$ cat src/rtl/tero_sample_packer_pkg.sv
// Shared constants and types for the TERO sample packer: mode codes, word tags,
// datapath widths and the packer FSM state encoding.
package tero_sample_packer_pkg;

   localparam logic [1:0] MODE_CNT = 2'b01;
   localparam logic [1:0] MODE_LSB = 2'b11;

   localparam logic [3:0] TAG_SUM = 4'hA;
   localparam logic [3:0] TAG_SQ  = 4'hB;

   localparam int WORD_W = 32;
   localparam int SUM_W  = 20;
   localparam int SQ_W   = 28;

   typedef enum logic [1:0] {
      IDLE = 2'd0,
      FILL = 2'd1,
      EMIT = 2'd2
   } state_t;

   // Any mode with bit 0 clear selects the statistics format.
   function automatic logic is_stat_mode(input logic [1:0] m);
      return ~m[0];
   endfunction

endpackage

$ cat src/rtl/tero_sample_packer_word_queue2.sv
// Two-entry, 32-bit word FIFO with full/empty flags; a push into a full queue
// is accepted when a pop happens in the same cycle.
module word_queue2
   import tero_sample_packer_pkg::*;
(
   input  logic              CLK,
   input  logic              RST,
   input  logic              push,
   input  logic [WORD_W-1:0] push_data,
   input  logic              pop,
   output logic              push_ok,
   output logic [WORD_W-1:0] head,
   output logic              full,
   output logic              empty
);

   logic [WORD_W-1:0] mem [2];
   logic              rd_ptr;
   logic              wr_ptr;
   logic [1:0]        count;
   logic              do_pop;
   logic              do_push;

   assign empty   = (count == 2'd0);
   assign full    = (count == 2'd2);
   assign do_pop  = pop & ~empty;
   assign do_push = push & (~full | do_pop);
   assign push_ok = do_push;
   assign head    = mem[rd_ptr];

   always_ff @(posedge CLK) begin
      if (RST) begin
         mem[0] <= '0;
         mem[1] <= '0;
         rd_ptr <= 1'b0;
         wr_ptr <= 1'b0;
         count  <= 2'd0;
      end else begin
         if (do_push) begin
            mem[wr_ptr] <= push_data;
            wr_ptr      <= ~wr_ptr;
         end
         if (do_pop) begin
            rd_ptr <= ~rd_ptr;
         end
         case ({do_push, do_pop})
            2'b10:   count <= count + 2'd1;
            2'b01:   count <= count - 2'd1;
            default: count <= count;
         endcase
      end
   end

endmodule

$ cat src/rtl/tero_sample_packer.sv
// Packs 8-bit TERO counts into 32-bit UART words: raw counts, raw LSB stream,
// or per-block sum / sum-of-squares statistics, through a 2-word output queue.
module tero_sample_packer
   import tero_sample_packer_pkg::*;
#(
   parameter int STAT_LOG2 = 12
) (
   input  logic              CLK,
   input  logic              RST,
   input  logic [1:0]        MODE,
   input  logic              UART_READY,
   input  logic [7:0]        DIN,
   input  logic              WE,
   output logic [WORD_W-1:0] DOUT,
   output logic              OE,
   output logic              OVF
);

   state_t                 state;
   state_t                 state_nxt;
   logic [1:0]             mode_r;
   logic [1:0]             mode_eff;
   logic                   stat_eff;
   logic                   stat_r;
   logic [STAT_LOG2-1:0]   cnt;
   logic [STAT_LOG2-1:0]   cnt_max;
   logic                   cnt_at_max;
   logic [WORD_W-1:0]      shreg;

   logic                   p1_v;
   logic                   p1_last;
   logic [7:0]             p1_din;
   logic [15:0]            p1_sq;
   logic                   acc_done;
   logic [SUM_W-1:0]       sum;
   logic [SQ_W-1:0]        sq;
   logic [SQ_W-1:0]        sq_hold;
   logic                   emit_phase;

   logic                   push;
   logic [WORD_W-1:0]      push_data;
   logic                   push_ok;
   logic                   q_full;
   logic                   q_empty;
   logic                   word_done;
   logic                   drained;
   logic                   ovf_r;

   // In IDLE the packer is empty, so the incoming sample already uses MODE.
   assign mode_eff   = (state == IDLE) ? MODE : mode_r;
   assign stat_eff   = is_stat_mode(mode_eff);
   assign stat_r     = is_stat_mode(mode_r);
   assign cnt_at_max = (cnt == cnt_max);

   always_comb begin
      cnt_max = '1;
      if (!stat_eff) begin
         cnt_max = (mode_eff == MODE_CNT) ? STAT_LOG2'(3) : STAT_LOG2'(31);
      end
   end

   assign word_done = stat_r ? acc_done : (WE && cnt_at_max);
   assign drained   = !WE && (cnt == '0) && !p1_v && !acc_done && q_empty;

   // FSM: state register
   always_ff @(posedge CLK) begin
      if (RST) begin
         state <= IDLE;
      end else begin
         state <= state_nxt;
      end
   end

   // FSM: next state
   always_comb begin
      state_nxt = state;
      case (state)
         IDLE: if (WE) state_nxt = FILL;
         FILL: begin
            if (word_done) begin
               state_nxt = EMIT;
            end else if (drained) begin
               state_nxt = IDLE;
            end
         end
         EMIT: begin
            if (stat_r && !emit_phase) begin
               state_nxt = EMIT;
            end else begin
               state_nxt = FILL;
            end
         end
         default: state_nxt = IDLE;
      endcase
   end

   // FSM: outputs toward the queue
   always_comb begin
      push      = 1'b0;
      push_data = shreg;
      if (state == EMIT) begin
         push = 1'b1;
         if (stat_r) begin
            push_data = emit_phase ? {TAG_SQ, sq_hold} : {TAG_SUM, 8'h00, sum};
         end
      end
   end

   // Packing datapath and statistics pipeline
   always_ff @(posedge CLK) begin
      if (RST) begin
         mode_r     <= 2'b00;
         cnt        <= '0;
         shreg      <= '0;
         p1_v       <= 1'b0;
         p1_last    <= 1'b0;
         p1_din     <= 8'd0;
         p1_sq      <= 16'd0;
         acc_done   <= 1'b0;
         sum        <= '0;
         sq         <= '0;
         sq_hold    <= '0;
         emit_phase <= 1'b0;
         ovf_r      <= 1'b0;
      end else begin
         if (state == IDLE) begin
            mode_r <= MODE;
         end
         if (WE) begin
            cnt <= cnt_at_max ? '0 : cnt + STAT_LOG2'(1);
            if (mode_eff == MODE_LSB) begin
               shreg <= {shreg[WORD_W-2:0], DIN[0]};
            end else begin
               shreg <= {shreg[WORD_W-9:0], DIN};
            end
         end
         p1_v     <= WE && stat_eff;
         p1_last  <= WE && stat_eff && cnt_at_max;
         p1_din   <= DIN;
         p1_sq    <= 16'(DIN) * 16'(DIN);
         acc_done <= p1_v && p1_last;

         // The sum word leaves this cycle; snapshot sq and restart both
         // accumulators, folding in a sample of the next block if present.
         if (state == EMIT && stat_r && !emit_phase) begin
            sq_hold <= sq;
            sum     <= p1_v ? SUM_W'(p1_din) : '0;
            sq      <= p1_v ? SQ_W'(p1_sq) : '0;
         end else if (p1_v) begin
            sum <= sum + SUM_W'(p1_din);
            sq  <= sq + SQ_W'(p1_sq);
         end
         emit_phase <= (state == EMIT) && stat_r && !emit_phase;

         if (push && !push_ok) begin
            ovf_r <= 1'b1;
         end
      end
   end

   assign OE  = UART_READY & ~q_empty;
   assign OVF = ovf_r;

   word_queue2 u_queue (
      .CLK       (CLK),
      .RST       (RST),
      .push      (push),
      .push_data (push_data),
      .pop       (OE),
      .push_ok   (push_ok),
      .head      (DOUT),
      .full      (q_full),
      .empty     (q_empty)
   );

endmodule
$ cat config.mk
export PLATFORM = sky130hd
export DESIGN_NAME = tero_sample_packer
export DESIGN_NICKNAME = d
export VERILOG_FILES = /design/src/rtl/tero_sample_packer_pkg.sv /design/src/rtl/tero_sample_packer_word_queue2.sv /design/src/rtl/tero_sample_packer.sv
export SDC_FILE = /design/constraint.sdc
export NUM_CORES = 1
export LEC_CHECK = 0
export ABC_AREA = 0
export BUFFER_PORTS_ARGS = -buffer_cell sky130_fd_sc_hd__buf_4
export CORE_AREA = 4 4 232 144
export DETAILED_ROUTE_END_ITERATION = 10
export DIE_AREA = 0 0 236 148
export SLEW_MARGIN = 20
export SYNTH_ARGS = -nofsm -noshare
export SYNTH_HDL_FRONTEND = slang
export SYNTH_HIERARCHICAL = 1
export SYNTH_SLANG_ARGS = --single-unit
$ cat constraint.sdc
create_clock -name CLK -period 6.6 [get_ports CLK]
set_input_delay 0.33 -clock CLK [delete_from_list [all_inputs] [get_ports CLK]]
set_output_delay 0.33 -clock CLK [all_outputs]
set_load 0.01 [all_outputs]
==> results of run 1 <==
==> power by group through the flow <==
stage | clock (uW) | sequential, uW | combinational, uW
after CTS | 1260 | 1510 | 697
after global placement | 0 | 1540 | 685
after floorplan | 0 | 1520 | 550
after detailed placement | 0 | 1540 | 692
after global routing | 1320 | 1510 | 808
final | 1240 | 1510 | 695
==> final timing paths <==
path | startpoint | end | cells past startpoint
setup / recovery | DIN[5] | p1_sq[14] | 14
hold reg to reg | OVF | OVF | 2
setup reg to reg | state[1] | sq[12] | 7
hold / removal | DIN[0] | p1_sq[2] | 2
==> worst max-delay path: cells and delay by family <==
family	cells	cell delay [ns]
AO/OA/AOI/OAI	3	0.91
AND/OR/NAND/NOR	1	0.21
buffers and inverters	5	0.42
adder cells (fa/ha/maj)	5	2.40
==> final cells by class <==
type	instances	share of cell area (%)
clock buffers	30	4.611
multi-input cells	969	49.28
inverters	61	1.671
repair buffers	60	3.287
clock inverters	8	0.5296
flip-flops and latches	220	36.82
well taps	416	3.799
==> state kept, by name (all words and copies together), names as in the netlist, 8 cells and up, named ones only <==
register,cells
sq_hold,28
sum,20
shreg,32
p1_din,8
cnt,12
sq,28
p1_sq,14
u_queue/mem,64
==> stage by stage <==
stage          util (%)  worst slack, ns  power (uW)  cell area [um2]
6_report          44.25            2.713        3437            13700
3_3_place_gp      41.97            2.251        2221            13000
5_1_grt           44.25            2.339        3639            13700
2_1_floorplan         -            2.491        2067            12350
3_5_place_dp      41.97            2.184        2229            13000
4_1_cts           44.25            2.713        3467            13700
==> per-layer routing <==
metal  track usage, %  up-vias  part of all wire [%]
met5                0        -                     0
met4            2.347        0                  0.95
met3            2.872       21                   4.8
met2            23.89      169                    40
met1            26.60     4503                    54
li1                 -     4661                     -
==> layout by cell type (no fill, tap or decap), drive strengths merged, types with 27 or more instances in the layout <==
cell type	count
nand2	150
inv	62
and2	89
buf	60
ha	56
xor2	27
clkbuf	30
nor2	115
edfxtp	64
dfxtp	156
a211oi	41
o21ai	59
a21oi	80
mux2	33
mux2i	58
==> results.txt, run 1 <==
Max Clk Rate: 0.2573 GHz
Detailed placement HPWL: 20,410 um
Critical Path Source Type: primary input
CP Capture Type: register
Drt drc: 0
TNS Setup: 0 ns
Register area: 0.005045 mm2
Crit path time final: 3.887 ns
Per-cell routed wire length: 16.69 um
CTS Buf Count: 21
Vias in the first global route: 8,815
Nets: 1,429
CTS clk-pin slew, worst paths: 0.07 ns
Longest Clk Path Bufs: 3
Htree depth: 1
Clock skew: 0.02048 ns
Fillcell total: 2,974
Routability congestion estimate: 0.8514
CTS tree: done
Pre-antenna DRT Iters: 5
WP data required: 6.99 ns
Clock Latency Late Sink: 0.52 ns
Switching power share of the total: 28.50%
Crit path max fanout: 9
Crit path cell chain: buf_4 -> inv_1 -> nor2_1 -> fa_1 -> fa_1 -> inv_1 -> fa_1 -> fa_1 -> inv_1 -> ha_1 -> inv_1 -> o31ai_1 -> a21oi_1 -> a311o_1
Vias per cell: 5.303
# rows: 50
Root Driver: clkbuf_16
DIE HEIGHT: 148 um
Vias post-DR: 9,354
Worst Path Class, Setup: primary input to register
Port Buffers: 47
Worst path max stage delay: 0.55 ns
Sequential share of power: 43.8%
Placed instance count: 1,726
Initial core utilization: 39.87%
Worst hold slack: 0.06462 ns
Final hold viol count: 0
Relative slew slack: 38.40%
Setup-failing EPs final: 0
N_diodes: 0
Iteration-0 DRC count of the detailed router: 673
Final ANT Viol Nets: 0
CTS sink cnt: 220
Slowest CP cell: fa_1
Core area: 0.03097 mm2
Multi-input logic area: 0.006753 mm2
Comb power frac: 20.2%
Worst VDD drop: 0.1589 mV
Cts repair resizes: 0
Fin crit share: 58.89%
Total wire length: 29,430 um
Pwr Density: 250.8 mW/mm2
Max Cap Violations: 0
Die ar.: 0.03493 mm2
RSZ-0062 raised after global routing: false
Internal power: 2457 uW
Avg Synthesized Cell Area: 9.324 um2
Non-Filler Instances: 1,764
Mapped Nets: 1,420
Status: finished, final reports clean
Largest net degree at the start of global routing: 77
GR Overflow Total: 0
Area grow syn2layout: 10.99%
CP Data Arrival Time: 4.28 ns
Post-Syn Instances: 1,324
FF-to-FF setup slack: 3.41 ns
Slew Viols, Final: 0
Pleak: 0.005313 uW
All-Layer GR Usage: 16.67%
Synth warn: 6
Layout cells sized above 1: 11.35%
Initial antenna violation count: 0
CTS Hold Bufs: 0
Die width: 236 um
Clock share of power: 35.9%
Synthesized area: 0.01235 mm2
Worst-margin pin slew: 0.9197 ns
Worst Hold Class: primary input to register
IO Pins: 48
First-pass GRT wire length: 48,220 um
# Post-CTS Setup Buffers: 0
NetSw: 979.4 uW
No activity file was read; power rests on OpenSTA's default activity.
==> run 2, diff against run 1 <==
--- a/config.mk
+++ b/config.mk
@@ -5,11 +5,11 @@
 export SDC_FILE = /design/constraint.sdc
 export NUM_CORES = 1
 export LEC_CHECK = 0
-export ABC_AREA = 0
+export ABC_AREA = 1
 export BUFFER_PORTS_ARGS = -buffer_cell sky130_fd_sc_hd__buf_4
-export CORE_AREA = 4 4 232 144
+export CORE_AREA = 4 4 236 146
 export DETAILED_ROUTE_END_ITERATION = 10
-export DIE_AREA = 0 0 236 148
+export DIE_AREA = 0 0 240 150
 export SLEW_MARGIN = 20
 export SYNTH_ARGS = -nofsm -noshare
 export SYNTH_HDL_FRONTEND = slang
==> constraint.sdc (replaced) <==
create_clock -name CLK -period 3.2 [get_ports CLK]
set_input_delay 0.16 -clock CLK [delete_from_list [all_inputs] [get_ports CLK]]
set_output_delay 0.16 -clock CLK [all_outputs]
set_load 0.01 [all_outputs]
==> run 2 against run 1 <==
Power up 120%. Cell count grew 22%. Clock-buffer cell count decreased by 1. Utilization grew 1.0 points. Register-to-register slack worse by 2.8 ns. Design area grew 6.3%. Clock power grew 100%. Critical path depth up 3. Area after synthesis increased by 3.6%. Die area rose by 3.1%. Critical endpoint is now p1_sq[13]. Largest power group unchanged. Highest routed layer unchanged.
==> results.txt, run 2 <==
Iteration-0 DRC count of the detailed router: 991
Avg Synthesized Cell Area: 7.737 um2
NetSw: 2403 uW
IO Pins: 48
Die ar.: 0.03600 mm2
Area fraction of the dominant cell type after synthesis: 24.42%
Most frequent cell after synthesis: nand2_1
Multi-input logic area: 0.006414 mm2
Switching power share of the total: 31.49%
Critical Path Source Type: primary input
Fillcell total: 3,238
WP data required: 3.60 ns
Yosys reg bits: 220
Comb power frac: 25.7%
Initial core utilization: 39.76%
N_diodes: 0
Post-synth top cells: nand2_1, inv_1, dfxtp_1
TNS Setup: 0 ns
Port Buffers: 47
Worst-margin pin slew: 0.8471 ns
Vias per cell: 4.969
Pre-antenna DRT Iters: 5
Clock share of power: 33.0%
Register area share after synthesis: 39.45%
CTS sink cnt: 220
Pleak: 0.006351 uW
Final hold viol count: 0
Area grow syn2layout: 13.86%
Synth unique cells: 54
Drt drc: 0
Slew Viols, Final: 0
Yosys top cell by area: dfxtp_1
Max Clk Rate: 0.3222 GHz
Layout cells sized above 1: 14.72%
Nets: 1,812
Register area: 0.005045 mm2
Crit path time final: 3.103 ns
Longest Clk Path Bufs: 3
Vias post-DR: 10,710
Die width: 240 um
Total wire length: 32,960 um
Non-Filler Instances: 2,156
Worst Slack Setup Final: 0.09677 ns
Vias in the first global route: 9,814
Detailed placement HPWL: 24,440 um
Sequential share of power: 41.3%
Relative slew slack: 43.47%
Setup-failing EPs final: 0
Post-synth EDFFs: 64
All-Layer GR Usage: 18.24%
Status: finished, final reports clean
Internal power: 5230 uW
Mapped Nets: 1,749
Fraction of registers with async set/reset: 0%
Routability congestion estimate: 0.9262
Worst VDD drop: 0.3411 mV
Largest Register: u_queue/mem
GR Overflow Total: 0
Final ANT Viol Nets: 0
Synth warn: 6
CTS tree: done
Largest net degree at the start of global routing: 69
CTS Buf Count: 22
# rows: 51
Worst Hold Class: primary input to register
Synthesized area: 0.01279 mm2
CP Data Arrival Time: 3.50 ns
Crit path max fanout: 5
Htree depth: 1
Post-Syn Instances: 1,653
Top FF cell, synth: dfxtp_1
Placed instance count: 2,112
Clock skew: 0.01595 ns
Pwr Density: 524.2 mW/mm2
Fin crit share: 96.98%
Utilization after layout: 45.28%
RSZ-0062 raised after global routing: true
DIE HEIGHT: 150 um
Commonest cells after routing, fill and taps aside: nand2_1, inv_1, dfxtp_1
Most common cell after layout, fill and taps aside: nand2_1
Synth top area cells: dfxtp_1, edfxtp_1, nand2_1
Per-cell routed wire length: 15.29 um
Core area: 0.03216 mm2
Root Driver: clkbuf_16
CP Capture Type: register
Clock Latency Late Sink: 0.52 ns
Dpl ws: -0.4076 ns
Number of flip-flops in the largest register: 64
Total power: 7633 uW
FF-to-FF setup slack: 0.64 ns
First-pass GRT wire length: 53,220 um
Max Cap Violations: 0
CTS clk-pin slew, worst paths: 0.07 ns
Worst Path Class, Setup: primary input to register
Largest regs: u_queue/mem: 64 flops, shreg: 32 flops
Initial antenna violation count: 0
run 2: final timing paths:
kind	start	end	cells past startpoint
min reg2reg	p1_last	acc_done	2
min	DIN[3]	p1_din[3]	4
max reg2reg	u_queue/count[0]	u_queue/mem[0][14]	11
max	DIN[5]	p1_sq[13]	17
run 2: worst max-delay path: stages:
cell,delay [ns]
buf_6,0.11
nand2_4,0.06
inv_4,0.04
fa_1,0.49
fa_1,0.56
inv_2,0.04
fa_1,0.49
fa_1,0.53
inv_2,0.05
ha_4,0.23
a21o_1,0.20
nand3_1,0.08
nand2_2,0.06
a21oi_2,0.12
o21bai_1,0.09
o21ai_1,0.12
a21oi_1,0.06
run 2: power by group through the flow:
stage / Sequential, uW / Combinational, uW / Clock [uW]
floorplan: 3140 / 1330 / 0
global placement: 3200 / 1840 / 0
detailed placement: 3200 / 1860 / 0
CTS: 3140 / 1870 / 2570
global route: 3160 / 2200 / 2680
finish: 3150 / 1960 / 2520
run 2: what timing repair did:
action,CTS,global route
endpoints found under the hold margin,12,0
hold buffers,3,0
gates resized for setup,0,21
buffers inserted,0,1
endpoints found under the setup margin,0,4
run 2: routing by layer:
metal  vias up  part of all wire, %  track usage [%]
met5         -                    0                0
met4         0                  1.1            2.479
met3        31                  7.1            4.015
met2       270                   37            23.85
met1      4940                   54            30.36
li1       5473                    -                -
run 2: metrics by stage:
step	area (um2)	hold slack [ns]
after global routing	14560	0.05429
after detailed placement	13770	0.4192
final	14560	0.03639
after CTS	14480	0.05540
after global placement	13770	0.4117
after floorplan	12930	0.2291
run 2: cell families after synthesis:
family,count (synthesis),synth area share (%)
compound gates,285,13.20
xor+xnor,13,0.8903
fa+ha+maj,82,9.549
buf+inv,350,11.30
flops,220,39.45
mux,32,2.818
simple gates,671,22.80
run 2: layout make-up:
cell class	count	share of cell area [%]
multi-input cells	1083	44.05
flip-flops and latches	220	34.65
inverters	286	7.407
repair buffers	103	5.577
clock buffers	29	4.107
well taps	424	3.643
clock inverters	11	0.5757
==> run 3, diff against run 2 <==
--- a/config.mk
+++ b/config.mk
@@ -10,6 +10,7 @@
 export CORE_AREA = 4 4 236 146
 export DETAILED_ROUTE_END_ITERATION = 10
 export DIE_AREA = 0 0 240 150
+export SETUP_SLACK_MARGIN = 0.4
 export SLEW_MARGIN = 20
 export SYNTH_ARGS = -nofsm -noshare
 export SYNTH_HDL_FRONTEND = slang
==> run 3 against run 2 <==
Via count up 0.88%. Critical path depth is the same. Sequential cell count unchanged. Sequential share of layout area shrank 0.56 points. Non-clock buffer count is the same. Worst hold slack improved by 0.033 ns. Clock skew shrank 0.0050 ns. Combinational power rose by 9%. Clock-buffer cell count fell by 1. Clock power increased by 11%. Fmax up 1.2%. Critical path type unchanged. Critical endpoint unchanged.
==> results.txt, run 3 (synthesis gave the netlist of run 2 again) <==
Status: finished, final reports clean
Pre-antenna DRT Iters: 5
Dpl ws: -0.4724 ns
CTS clk-pin slew, worst paths: 0.07 ns
Multi-input logic area: 0.006545 mm2
Most common cell after layout, fill and taps aside: nand2_1
RSZ-0062 raised after global routing: true
Number of flip-flops in the largest register: 64
Per-cell routed wire length: 15.47 um
Root Driver: clkbuf_16
CTS Buf Count: 22
DIE HEIGHT: 150 um
Crit path max fanout: 4
Largest regs: u_queue/mem: 64 flops, shreg: 32 flops
Nets: 1,812
Largest Register: u_queue/mem
Register area: 0.005045 mm2
Routability congestion estimate: 0.9142
Htree depth: 1
Largest net degree at the start of global routing: 69
Core area: 0.03216 mm2
Worst Path Class, Setup: primary input to register
Detailed placement HPWL: 24,420 um
Port Buffers: 47
# rows: 51
Clock Latency Late Sink: 0.52 ns
Vias per cell: 5.013
Layout cells sized above 1: 16.11%
Longest Clk Path Bufs: 3
Area grow syn2layout: 15.75%
Setup-failing EPs final: 0
Hold Path Depth: 5
Pleak: 0.006420 uW
GR Overflow Total: 0
Worst Slack Setup Final: 0.1344 ns
Critical Path Source Type: primary input
Fillcell total: 3,196
CTS tree: done
Max Clk Rate: 0.3262 GHz
N_diodes: 0
Drt drc: 0
Worst Hold Class: primary input to register
WP data required: 3.65 ns
CTS sink cnt: 220
Iteration-0 DRC count of the detailed router: 930
CP Capture Type: register
Crit path time final: 3.066 ns
Vias post-DR: 10,810
Dpl cell area: 0.01382 mm2
Worst-margin pin slew: 0.7217 ns
Pwr Density: 544.1 mW/mm2
Worst VDD drop: 0.3954 mV
CP Data Arrival Time: 3.52 ns
Final hold viol count: 0
Slew Viols, Final: 0
Clock skew: 0.01097 ns
Commonest cells after routing, fill and taps aside: nand2_1, inv_1, dfxtp_1
Cell area after layout: 0.01480 mm2
Relative slew slack: 51.88%
Max Cap Violations: 0
Total wire length: 33,360 um
All-Layer GR Usage: 18.67%
First-pass GRT wire length: 53,900 um
Worst r2r path cells: 11
Initial core utilization: 39.76%
Die ar.: 0.03600 mm2
Fin crit share: 95.80%
Die width: 240 um
IO Pins: 48
Final ANT Viol Nets: 0
Initial antenna violation count: 0
Vias in the first global route: 9,899
run 3: metrics by stage:
step / utilization, % / hold slack (ns) / setup TNS [ns] / power [uW] / instances
after floorplan: - / 0.2291 / -0.9603 / 4511 / 1653
after global placement: 42.98 / 0.4151 / -3.057 / 5080 / 2109
after detailed placement: 42.98 / 0.4158 / -3.442 / 5105 / 2109
after CTS: 45.68 / 0.0001026 / 0 / 8004 / 2153
after global routing: 46.03 / 0.08067 / 0 / 8488 / 2156
final: 46.03 / 0.06965 / 0 / 8054 / 2156
run 3: layer usage:
metal / share of wire [%] / global-route usage (%) / up-vias
li1: - / - / 5464
met1: 55 / 30.94 / 5056
met2: 38 / 24.60 / 250
met3: 6.0 / 3.573 / 38
met4: 1.5 / 3.344 / 0
met5: 0 / 0 / -
run 3: what timing repair did:
action | in CTS | in global routing
hold buffers | 3 | 1
endpoints found under the hold margin | 14 | 1
buffers inserted | 1 | 2
pin swaps | 12 | 5
endpoints found under the setup margin | 8 | 10
resized for setup | 16 | 22
run 3: layout make-up:
type | count | area share (%)
repair buffers | 103 | 5.629
clock inverters | 12 | 1.090
well taps | 424 | 3.584
clock buffers | 28 | 4.083
inverters | 286 | 7.320
multi-input cells | 1083 | 44.21
flip-flops and latches | 220 | 34.08
run 3: worst paths after layout:
path	startpoint	endpoint	slack, ns
hold reg to reg	p1_last	acc_done	0.43
setup / recovery	DIN[3]	p1_sq[13]	0.13
hold / removal	MODE[1]	mode_r[1]	0.07
setup reg to reg	p1_din[0]	sum[12]	0.91
run 3: worst max-delay path, cell delays in order:
cell and delay [ns]:
buf_6 0.11, nand2_4 0.06, inv_4 0.04, fa_1 0.48
fa_1 0.56, inv_1 0.05, fa_1 0.46, fa_1 0.51
inv_2 0.05, ha_4 0.27, a21o_1 0.17, nand3_2 0.08
nand2_2 0.08, a21oi_2 0.04, o21bai_1 0.17, o21ai_1 0.10
a21oi_1 0.14
run 3: power breakdown:
group	internal, uW	leakage [uW]	switching (uW)
clock	1660	0.000368	1120
combinational	911	0.00412	1210
sequential	3010	0.00193	134
total	5580	0.00642	2470
